--- src/rtl/sign_extension.sv ---
// sign_extension: registered immediate extender for the ID stage.
// Widens an IN_W-bit immediate to OUT_W bits by sign-extend, zero-extend
// or load-upper, and also registers the word-aligned branch offset.
// Optional feature macro: SIGNEXT_LUI_EN enables the load-upper mode (10).
// Without it, mode 10 behaves as sign-extend and the LUI leg is not built.
module sign_extension #(
  parameter int IN_W  = 16,
  parameter int OUT_W = 32
) (
  input  logic             clk,
  input  logic             rst_n,
  input  logic             en,
  input  logic             flush,
  input  logic             in_valid,
  input  logic [1:0]       mode,
  input  logic [IN_W-1:0]  Input,
  output logic             out_valid,
  output logic [OUT_W-1:0] Output,
  output logic [OUT_W-1:0] branch_off,
  output logic             sign_bit
);

  localparam int EXT_W = OUT_W - IN_W;

  logic [OUT_W-1:0] ext_next;
  logic [OUT_W-1:0] branch_next;

  // Select the extension rule; the default leg (sign-extend) also absorbs
  // modes 00/11 and any unknown mode so X never reaches the registers.
  always_comb begin
    ext_next = {{EXT_W{Input[IN_W-1]}}, Input};
    case (mode)
      2'b01:   ext_next = {{EXT_W{1'b0}}, Input};
`ifdef SIGNEXT_LUI_EN
      2'b10:   ext_next = {Input, {EXT_W{1'b0}}};
`endif
      default: ext_next = {{EXT_W{Input[IN_W-1]}}, Input};
    endcase
  end

  // Branch offset is the extended value in words; the top two bits drop off.
  always_comb begin
    branch_next = {ext_next[OUT_W-3:0], 2'b00};
  end

  // Pipeline register: flush beats stall, stall beats load.
  always_ff @(posedge clk or negedge rst_n) begin
    if (!rst_n) begin
      out_valid  <= 1'b0;
      Output     <= '0;
      branch_off <= '0;
      sign_bit   <= 1'b0;
    end else if (flush) begin
      out_valid  <= 1'b0;
      Output     <= '0;
      branch_off <= '0;
      sign_bit   <= 1'b0;
    end else if (en) begin
      out_valid  <= in_valid;
      Output     <= ext_next;
      branch_off <= branch_next;
      sign_bit   <= Input[IN_W-1];
    end
  end

endmodule

--- config.mk ---
export PLATFORM = sky130hd
export DESIGN_NAME = sign_extension
export DESIGN_NICKNAME = d
export VERILOG_FILES = /design/src/rtl/sign_extension.sv
export SDC_FILE = /design/constraint.sdc
export NUM_CORES = 1
export LEC_CHECK = 0
export BUFFER_PORTS_ARGS = -buffer_cell sky130_fd_sc_hd__clkbuf_2
export CORE_AREA = 2 2 57 59
export CTS_CLUSTER_DIAMETER = 150
export CTS_CLUSTER_SIZE = 14
export DETAILED_ROUTE_END_ITERATION = 6
export DIE_AREA = 0 0 59 61
export PLACE_DENSITY = 0.89
export SYNTH_ARGS = -nofsm -noshare
export SYNTH_HDL_FRONTEND = slang
export SYNTH_SLANG_ARGS = --single-unit
--- constraint.sdc ---
create_clock -name clk -period 1.5 [get_ports clk]
set_input_delay 0.075 -clock clk [delete_from_list [all_inputs] [get_ports clk]]
set_output_delay 0.075 -clock clk [all_outputs]
set_load 0.02 [all_outputs]
Word-level counts from Yosys, hierarchy flattened
Cells that the tools add are included.
- input port bits: 23
- logic and storage cells: 15
- output and inout port bits: 66
- flip-flop bits (word level): 66
- reductions and logical operators: 1
- equal/unequal tests: 1
- mux-type cells: 9
- operators by type and width (kind ; count):
    $mux W32 ; 5
    $mux W1 ; 4
    $eq A2 B1 Y1 const B ; 1
    $reduce_bool A2 Y1 ; 1

Longest topological paths before layout
Gate-level depths: netlist of the first run.
- word-level depth: 4
- mapped depth: 4
- gate-level depth less buffers: 3

Least setup slack after synthesis of the first run
Ideal clock, no wire load.
- path type: register -> output
- start: register, netlist name Output[30]
- end: output port Output[17]
- required time: 1.425 ns
- stages on the path, launching flop included: 2
- buffers on the path: 1
- setup slack: 0.299 ns
- arrival: 1.126 ns
- path through: dfrtp_1 -> buf_4
- RTL lines (what ; RTL line ; text):
    end, declared ; 18 ; output logic [OUT_W-1:0] Output,

==> impl_results.html, run 1 <==
<table>
<tr><th>Metric</th><th>Value</th></tr>
<tr><th colspan="2">Power</th></tr>
<tr><td>Total chip power</td><td>1.15 mW</td></tr>
<tr><td>Register share of total power</td><td>0.464</td></tr>
<tr><td>Switching part of the total</td><td>0.329</td></tr>
<tr><td>Clock group share of total power</td><td>0.256</td></tr>
<tr><td>Net Switching</td><td>377 µW</td></tr>
<tr><td>Share of power burned in combinational logic</td><td>0.280</td></tr>
<tr><td>Power density over the cells</td><td>925 nW/µm²</td></tr>
<tr><td>Maximum resistive drop on vdd</td><td>0.230 mV</td></tr>
<tr><td>Internal power component</td><td>770 µW</td></tr>
<tr><td>Pleak</td><td>0.794 nW</td></tr>
<tr><th colspan="2">Route</th></tr>
<tr><td>Antenna violation net count after detailed routing</td><td>0</td></tr>
<tr><td>Detailed Route Iter0 Violations</td><td>14</td></tr>
<tr><td>Per-cell via count in the routed design</td><td>4.29</td></tr>
<tr><td>Remaining design rule violation count</td><td>0</td></tr>
<tr><td>Routed Wire Length</td><td>1980 µm</td></tr>
<tr><td>Wire length per cell after detailed routing</td><td>10.8 µm</td></tr>
<tr><td>Pre-antenna DRT Iters</td><td>3</td></tr>
<tr><td>Number of vias in the routed layout</td><td>785</td></tr>
<tr><th colspan="2">Synthesis</th></tr>
<tr><td>Synthesized area per cell</td><td>10.2 µm²</td></tr>
<tr><td>Sequential area share after synthesis</td><td>0.405</td></tr>
<tr><td>Post-synth top area cell</td><td>dfrtp_1</td></tr>
<tr><td>Ys Warns</td><td>0</td></tr>
<tr><td>Post-synth top area share</td><td>0.405</td></tr>
<tr><td>Syn Inst Count</td><td>109</td></tr>
<tr><td>Mapped Area</td><td>1110 µm²</td></tr>
<tr><td>Top cells by area in the synthesized netlist</td><td>dfrtp_1, buf_4, mux2i_1</td></tr>
<tr><td>Flip-flop and latch count after synthesis</td><td>18</td></tr>
<tr><td>Cell variety after synth</td><td>11</td></tr>
<tr><th colspan="2">Floorplan</th></tr>
<tr><td>Starting density of the core</td><td>0.377</td></tr>
<tr><td>IO Pins</td><td>89</td></tr>
<tr><td>Die Span X</td><td>59 µm</td></tr>
<tr><td>Number of rows in the core area</td><td>20</td></tr>
<tr><td>Placeable Area</td><td>2950 µm²</td></tr>
<tr><td>Area enclosed by the die boundary</td><td>3600 µm²</td></tr>
<tr><td>Height of the chip</td><td>61 µm</td></tr>
<tr><th colspan="2">Finish</th></tr>
<tr><td>Leading cell types in the layout, fill and taps excluded</td><td>clkbuf_2, dfrtp_1, mux2i_1, nor2_1, clkbuf_4</td></tr>
<tr><td>Combined area of the multi-input logic cells</td><td>264 µm²</td></tr>
<tr><td>Synth-to-layout area growth</td><td>11.5%</td></tr>
<tr><td>Nets@finish</td><td>174</td></tr>
<tr><td>Layout filler cell count</td><td>291</td></tr>
<tr><td>Area of all sequential standard cells</td><td>450 µm²</td></tr>
<tr><td>Leading cell type in the layout, fill and taps excluded</td><td>clkbuf_2</td></tr>
<tr><td>Ant diodes</td><td>0</td></tr>
<tr><td>Fraction of final layout cells sized beyond drive strength 1</td><td>0.607</td></tr>
<tr><th colspan="2">Clock tree</th></tr>
<tr><td>Clock-pin slew on the worst setup and hold paths</td><td>100 ps</td></tr>
<tr><td>Maximum buffer depth of the clock tree</td><td>2</td></tr>
<tr><td>TritonCTS clock tree</td><td>built</td></tr>
<tr><td>Worst skew pair latency</td><td>290 ps</td></tr>
<tr><td>Number of buffers inserted to repair setup after CTS</td><td>0</td></tr>
<tr><td>Number of clock sinks</td><td>18</td></tr>
<tr><td>Clock tree root buffer cell</td><td>clkbuf_4</td></tr>
<tr><td>Number of buffers created by CTS</td><td>3</td></tr>
<tr><td>H-Tree Depth</td><td>1</td></tr>
<tr><th colspan="2">GRT</th></tr>
<tr><td>Antenna violations before repair</td><td>0</td></tr>
<tr><td>Maximum number of pins on one net before global-route repair</td><td>32</td></tr>
<tr><td>Overflow left after global routing</td><td>0</td></tr>
<tr><td>Wire length of the first global-routing pass</td><td>2860 µm</td></tr>
<tr><td>Number of global-route vias before repair</td><td>634</td></tr>
<tr><td>Global routing usage summed across all routing layers</td><td>0.108</td></tr>
<tr><th colspan="2">Setup path</th></tr>
<tr><td>Worst setup path category</td><td>reg2out</td></tr>
<tr><td>Type of origin of the critical path</td><td>register</td></tr>
<tr><td>Critical Path, Cell by Cell</td><td>buf_4, clkbuf_2</td></tr>
<tr><td>Critical path arrival</td><td>1080 ps</td></tr>
<tr><td>Data required time at the worst endpoint</td><td>1420 ps</td></tr>
<tr><td>Maximum single-stage delay on the critical path</td><td>330 ps</td></tr>
<tr><td>Critical path capture point type</td><td>output pin</td></tr>
<tr><td>Largest delay contributor family on the critical path</td><td>buffers and inverters</td></tr>
<tr><td>Maximum fanout along the worst path</td><td>31</td></tr>
<tr><td>Slowest CP cell</td><td>dfrtp_1</td></tr>
<tr><td>Number of buffers and inverters on the critical path</td><td>2</td></tr>
<tr><th colspan="2">Outcome</th></tr>
<tr><td>Result of the run</td><td>finished clean</td></tr>
<tr><th colspan="2">Timing</th></tr>
<tr><td>Min cycle time layout</td><td>1160 ps</td></tr>
<tr><td>Hold Fails Final Rpt</td><td>0</td></tr>
<tr><td>Tightest Pin Transition</td><td>591 ps</td></tr>
<tr><td>Setup total negative slack</td><td>0 ps</td></tr>
<tr><td>Final Setup Violations</td><td>0</td></tr>
<tr><td>Crit share post-route</td><td>0.772</td></tr>
<tr><td>Headroom to the max-slew limit</td><td>0.606</td></tr>
<tr><td>Number of pins exceeding their max-slew limit in the final report</td><td>0</td></tr>
<tr><td>Max Freq</td><td>0.864 GHz</td></tr>
<tr><td>Clk_skew</td><td>0 ps</td></tr>
<tr><td>Unrepaired setup endpoints after global routing</td><td>no</td></tr>
<tr><th colspan="2">Job</th></tr>
<tr><td>Max-cap violations</td><td>0</td></tr>
<tr><th colspan="2">Placement</th></tr>
<tr><td>Routability cong.</td><td>0.628</td></tr>
<tr><td># port buffers</td><td>86</td></tr>
<tr><td>HPWL after detailed placement</td><td>1570 µm</td></tr>
<tr><th colspan="2">Hold path</th></tr>
<tr><td>Hold/Removal Path Class</td><td>in2reg</td></tr>
</table>
flip-flops by register name, indices dropped and copies added (netlist names):
name	flops
Output	17
out_valid	1
power by group through the flow:
stage	registers, mW	logic [mW]	clock network, mW
after detailed placement	0.542	0.324	0
after CTS	0.533	0.326	0.311
after global routing	0.538	0.348	0.337
after global placement	0.542	0.320	0
final	0.533	0.321	0.294
after floorplan	0.581	0.250	0
per-stage QoR:
step	setup WS (ps)	instance area [µm²]	utilization	hold slack (ps)	instances
5_1_grt	225	1240	0.420	13.1	183
4_1_cts	312	1240	0.420	8.99	183
3_5_place_dp	472	1190	0.404	43.6	178
3_3_place_gp	514	1190	0.404	41.5	178
2_1_floorplan	299	1120	-	-221	110
6_report	342	1240	0.420	21.0	183
what timing repair did:
action,in CTS,in global routing
hold buffers,1,0
endpoints found under the hold margin,18,0
gates resized for setup,0,0
cell type report:
| cell class | instances | share of cell area |
|---|---|---|
| clock buffer | 4 | 0.0293 |
| multi-input combinational | 40 | 0.213 |
| sequential | 18 | 0.363 |
| tap | 33 | 0.0333 |
| timing repair buffer | 88 | 0.361 |
path summary, 6_finish.rpt:
| check | slack, ps | end | startpoint | cells past startpoint |
|---|---|---|---|---|
| max | 340 | Output[29] | Output[30] | 2 |
| min | 20 | Output[30] | Input[15] | 3 |
| max reg2reg | 630 | Output[30] | Output[30] | 3 |
| min reg2reg | 550 | out_valid | out_valid | 2 |
| max in group asynchronous | 940 | Output[30] | rst_n | 2 |
| min in group asynchronous | 250 | Output[6] | rst_n | 2 |
cell usage after synthesis:
cell / instances
buf_4: 48
dfrtp_1: 18
mux2i_1: 17
nor2_1: 17
buf_2: 2
nand2b_1: 2
a21oi_1: 1
buf_12: 1
buf_6: 1
conb_1: 1
nand3_1: 1
kinds of logic after synthesis:
| group | after synthesis | share of synthesized area |
|---|---|---|
| DFF | 18 | 0.405 |
| muxes | 17 | 0.153 |
| and+or+nand+nor | 20 | 0.0731 |
| buffers and inverters | 52 | 0.361 |
| AOI/OAI and AO/OA | 1 | 0.00450 |
| other | 1 | 0.00337 |
worst register-to-register path, delay by kind of cell, from the launching register on:
family | cells | cell delay (ps)
AOI/OAI and AO/OA | 1 | 130
and+or+nand+nor | 1 | 90
buffers and inverters | 1 | 250
DFF | 1 | 330
layer usage:
metal / wire [µm] / share of wire / GRT usage
met1: 764 / 0.39 / 0.106
met2: 1060 / 0.54 / 0.206
met3: 152 / 0.077 / 0.0235
met4: 0 / 0 / 0.0682
met5: 0 / 0 / 0
(Power assumes the default switching activity.)
==> inputs of run 2 (changes only) <==
==> constraint.sdc (replaced) <==
create_clock -name clk -period 1.2 [get_ports clk]
set_input_delay 0.06 -clock clk [delete_from_list [all_inputs] [get_ports clk]]
set_output_delay 0.06 -clock clk [all_outputs]
set_load 0.02 [all_outputs]
==> impl_results.html, run 2 (synthesis gave the netlist of run 1 again) <==
<table>
<tr><th>Metric</th><th>Value</th></tr>
<tr><th colspan="2">Power</th></tr>
<tr><td>Share of power burned in combinational logic</td><td>0.302</td></tr>
<tr><td>Net Switching</td><td>461 µW</td></tr>
<tr><td>Maximum resistive drop on vdd</td><td>0.429 mV</td></tr>
<tr><td>Power density over the cells</td><td>1090 nW/µm²</td></tr>
<tr><td>Register share of total power</td><td>0.488</td></tr>
<tr><td>Switching part of the total</td><td>0.338</td></tr>
<tr><td>Total chip power</td><td>1.36 mW</td></tr>
<tr><td>Pleak</td><td>0.798 nW</td></tr>
<tr><td>Internal power component</td><td>903 µW</td></tr>
<tr><td>Clock group share of total power</td><td>0.209</td></tr>
<tr><th colspan="2">Timing</th></tr>
<tr><td>Number of pins exceeding their max-slew limit in the final report</td><td>0</td></tr>
<tr><td>Final Worst Setup Slack</td><td>96.9 ps</td></tr>
<tr><td>Unrepaired setup endpoints after global routing</td><td>no</td></tr>
<tr><td>Max Freq</td><td>0.907 GHz</td></tr>
<tr><td>Min cycle time layout</td><td>1100 ps</td></tr>
<tr><td>Worst hold slack</td><td>17.5 ps</td></tr>
<tr><td>Hold Fails Final Rpt</td><td>0</td></tr>
<tr><td>Final Setup Violations</td><td>0</td></tr>
<tr><td>Setup total negative slack</td><td>0 ps</td></tr>
<tr><td>Clk_skew</td><td>0 ps</td></tr>
<tr><td>Crit share post-route</td><td>0.919</td></tr>
<tr><th colspan="2">Route</th></tr>
<tr><td>Wire length per cell after detailed routing</td><td>10.7 µm</td></tr>
<tr><td>Number of vias in the routed layout</td><td>780</td></tr>
<tr><td>Per-cell via count in the routed design</td><td>4.26</td></tr>
<tr><td>Remaining design rule violation count</td><td>0</td></tr>
<tr><td>Detailed Route Iter0 Violations</td><td>13</td></tr>
<tr><td>Pre-antenna DRT Iters</td><td>3</td></tr>
<tr><td>Antenna violation net count after detailed routing</td><td>0</td></tr>
<tr><td>Routed Wire Length</td><td>1970 µm</td></tr>
<tr><th colspan="2">Floorplan</th></tr>
<tr><td>Die Span X</td><td>59 µm</td></tr>
<tr><td>IO Pins</td><td>89</td></tr>
<tr><td>Starting density of the core</td><td>0.377</td></tr>
<tr><td>Height of the chip</td><td>61 µm</td></tr>
<tr><td>Placeable Area</td><td>2950 µm²</td></tr>
<tr><td>Area enclosed by the die boundary</td><td>3600 µm²</td></tr>
<tr><td>Number of rows in the core area</td><td>20</td></tr>
<tr><th colspan="2">Outcome</th></tr>
<tr><td>Result of the run</td><td>finished clean</td></tr>
<tr><th colspan="2">Finish</th></tr>
<tr><td>Leading cell types in the layout, fill and taps excluded</td><td>clkbuf_2, dfrtp_1, mux2i_1, nor2_1, clkbuf_4</td></tr>
<tr><td>Largest registers</td><td>Output (17), out_valid (1)</td></tr>
<tr><td>Layout filler cell count</td><td>296</td></tr>
<tr><td>Nets@finish</td><td>175</td></tr>
<tr><td>Most flops, register</td><td>Output</td></tr>
<tr><td>Leading cell type in the layout, fill and taps excluded</td><td>clkbuf_2</td></tr>
<tr><td>Final std cell area, no fill</td><td>1250 µm²</td></tr>
<tr><td>Post-layout instance count excluding filler cells</td><td>183</td></tr>
<tr><td>Synth-to-layout area growth</td><td>12.7%</td></tr>
<tr><td>Ant diodes</td><td>0</td></tr>
<tr><td>Fraction of final layout cells sized beyond drive strength 1</td><td>0.607</td></tr>
<tr><td>Flip-flop count of the largest register after layout</td><td>17</td></tr>
<tr><td>Post-Route Utilization</td><td>0.425</td></tr>
<tr><th colspan="2">Setup path</th></tr>
<tr><td>Critical path arrival</td><td>1040 ps</td></tr>
<tr><td>Number of buffers and inverters on the critical path</td><td>2</td></tr>
<tr><td>R2R cell count</td><td>2</td></tr>
<tr><td>Slowest CP cell</td><td>dfrtp_1</td></tr>
<tr><td>Reg2Reg Setup Slack</td><td>470 ps</td></tr>
<tr><td>Launching point of the worst reg2reg path</td><td>Output[13]</td></tr>
<tr><td>Maximum single-stage delay on the critical path</td><td>390 ps</td></tr>
<tr><td>Critical Path, Cell by Cell</td><td>buf_8, clkbuf_2</td></tr>
<tr><td>Data required time at the worst endpoint</td><td>1140 ps</td></tr>
<tr><td>Maximum fanout along the worst path</td><td>30</td></tr>
<tr><td>Critical path capture point type</td><td>output pin</td></tr>
<tr><td>Reg-to-reg endpoint</td><td>Output[13]</td></tr>
<tr><td>Largest delay contributor family on the critical path</td><td>flip-flops</td></tr>
<tr><td>Worst setup path category</td><td>reg2out</td></tr>
<tr><td>Type of origin of the critical path</td><td>register</td></tr>
<tr><th colspan="2">Hold path</th></tr>
<tr><td>Hold/Removal Path Class</td><td>in2reg</td></tr>
<tr><td>Min-Delay Path Depth</td><td>3</td></tr>
<tr><td>Hold_sp</td><td>Input[9]</td></tr>
<tr><td>Worst hold endpoint</td><td>Output[9]</td></tr>
<tr><th colspan="2">Clock tree</th></tr>
<tr><td>Clock-pin slew on the worst setup and hold paths</td><td>100 ps</td></tr>
<tr><td>Number of buffers inserted to repair setup after CTS</td><td>0</td></tr>
<tr><td>Clock tree root buffer cell</td><td>clkbuf_4</td></tr>
<tr><td>Number of buffers created by CTS</td><td>3</td></tr>
<tr><td>Number of clock sinks</td><td>18</td></tr>
<tr><td>Maximum buffer depth of the clock tree</td><td>2</td></tr>
<tr><td>Worst skew pair latency</td><td>280 ps</td></tr>
<tr><td>H-Tree Depth</td><td>1</td></tr>
<tr><td>TritonCTS clock tree</td><td>built</td></tr>
<tr><th colspan="2">Placement</th></tr>
<tr><td>Placed Instance Area</td><td>1210 µm²</td></tr>
<tr><td>Placement-stage worst setup slack</td><td>338 ps</td></tr>
<tr><td>Routability cong.</td><td>0.615</td></tr>
<tr><td># port buffers</td><td>86</td></tr>
<tr><td># placed instances</td><td>179</td></tr>
<tr><th colspan="2">GRT</th></tr>
<tr><td>Number of global-route vias before repair</td><td>599</td></tr>
<tr><td>Global routing usage summed across all routing layers</td><td>0.101</td></tr>
<tr><td>Overflow left after global routing</td><td>0</td></tr>
<tr><td>Antenna violations before repair</td><td>0</td></tr>
<tr><td>Wire length of the first global-routing pass</td><td>2680 µm</td></tr>
<tr><td>Maximum number of pins on one net before global-route repair</td><td>31</td></tr>
<tr><th colspan="2">Job</th></tr>
<tr><td>Max-cap violations</td><td>0</td></tr>
</table>
-- run 2: worst max path at each step --
| stage | from | to | cells after the start |
|---|---|---|---|
| finish | Output[30] | Output[18] | 2 |
| floorplan | Output[30] | Output[17] | 1 |
| CTS | Output[30] | Output[31] | 2 |
| global route | Output[30] | branch_off[30] | 2 |
| global placement | Output[30] | branch_off[31] | 2 |
| detailed placement | Output[30] | Output[31] | 2 |
-- run 2: layout make-up --
type	count	area, µm²	share of cell area
flip-flops and latches	18	450	0.359
well taps	33	41.3	0.0329
repair buffers	89	475	0.379
multi-input cells	40	264	0.211
clock buffers	3	22.5	0.0180
-- run 2: repair_timing --
action / 4_1_cts / 5_1_grt
setup endpoints to repair: 0 / 30
resized for setup: 0 / 2
hold endpoints to repair: 18 / 0
hold buffers: 1 / 0
-- run 2: tightest hold or removal path: stages --
cell and delay (ps):
clkbuf_2 70, mux2i_1 60, nor2_1 80
-- run 2: routing by layer --
layer  GRT usage  wire (µm)
met5           0          0
met4      0.0584         16
met3      0.0149        165
met2       0.187       1050
met1       0.108        732
-- run 2: power groups by stage --
stage / Clock [mW] / Sequential, mW / Combinational [mW]
detailed placement: 0 / 0.678 / 0.414
global route: 0.335 / 0.672 / 0.445
global placement: 0 / 0.676 / 0.408
CTS: 0.308 / 0.666 / 0.416
floorplan: 0 / 0.727 / 0.313
finish: 0.286 / 0.666 / 0.412
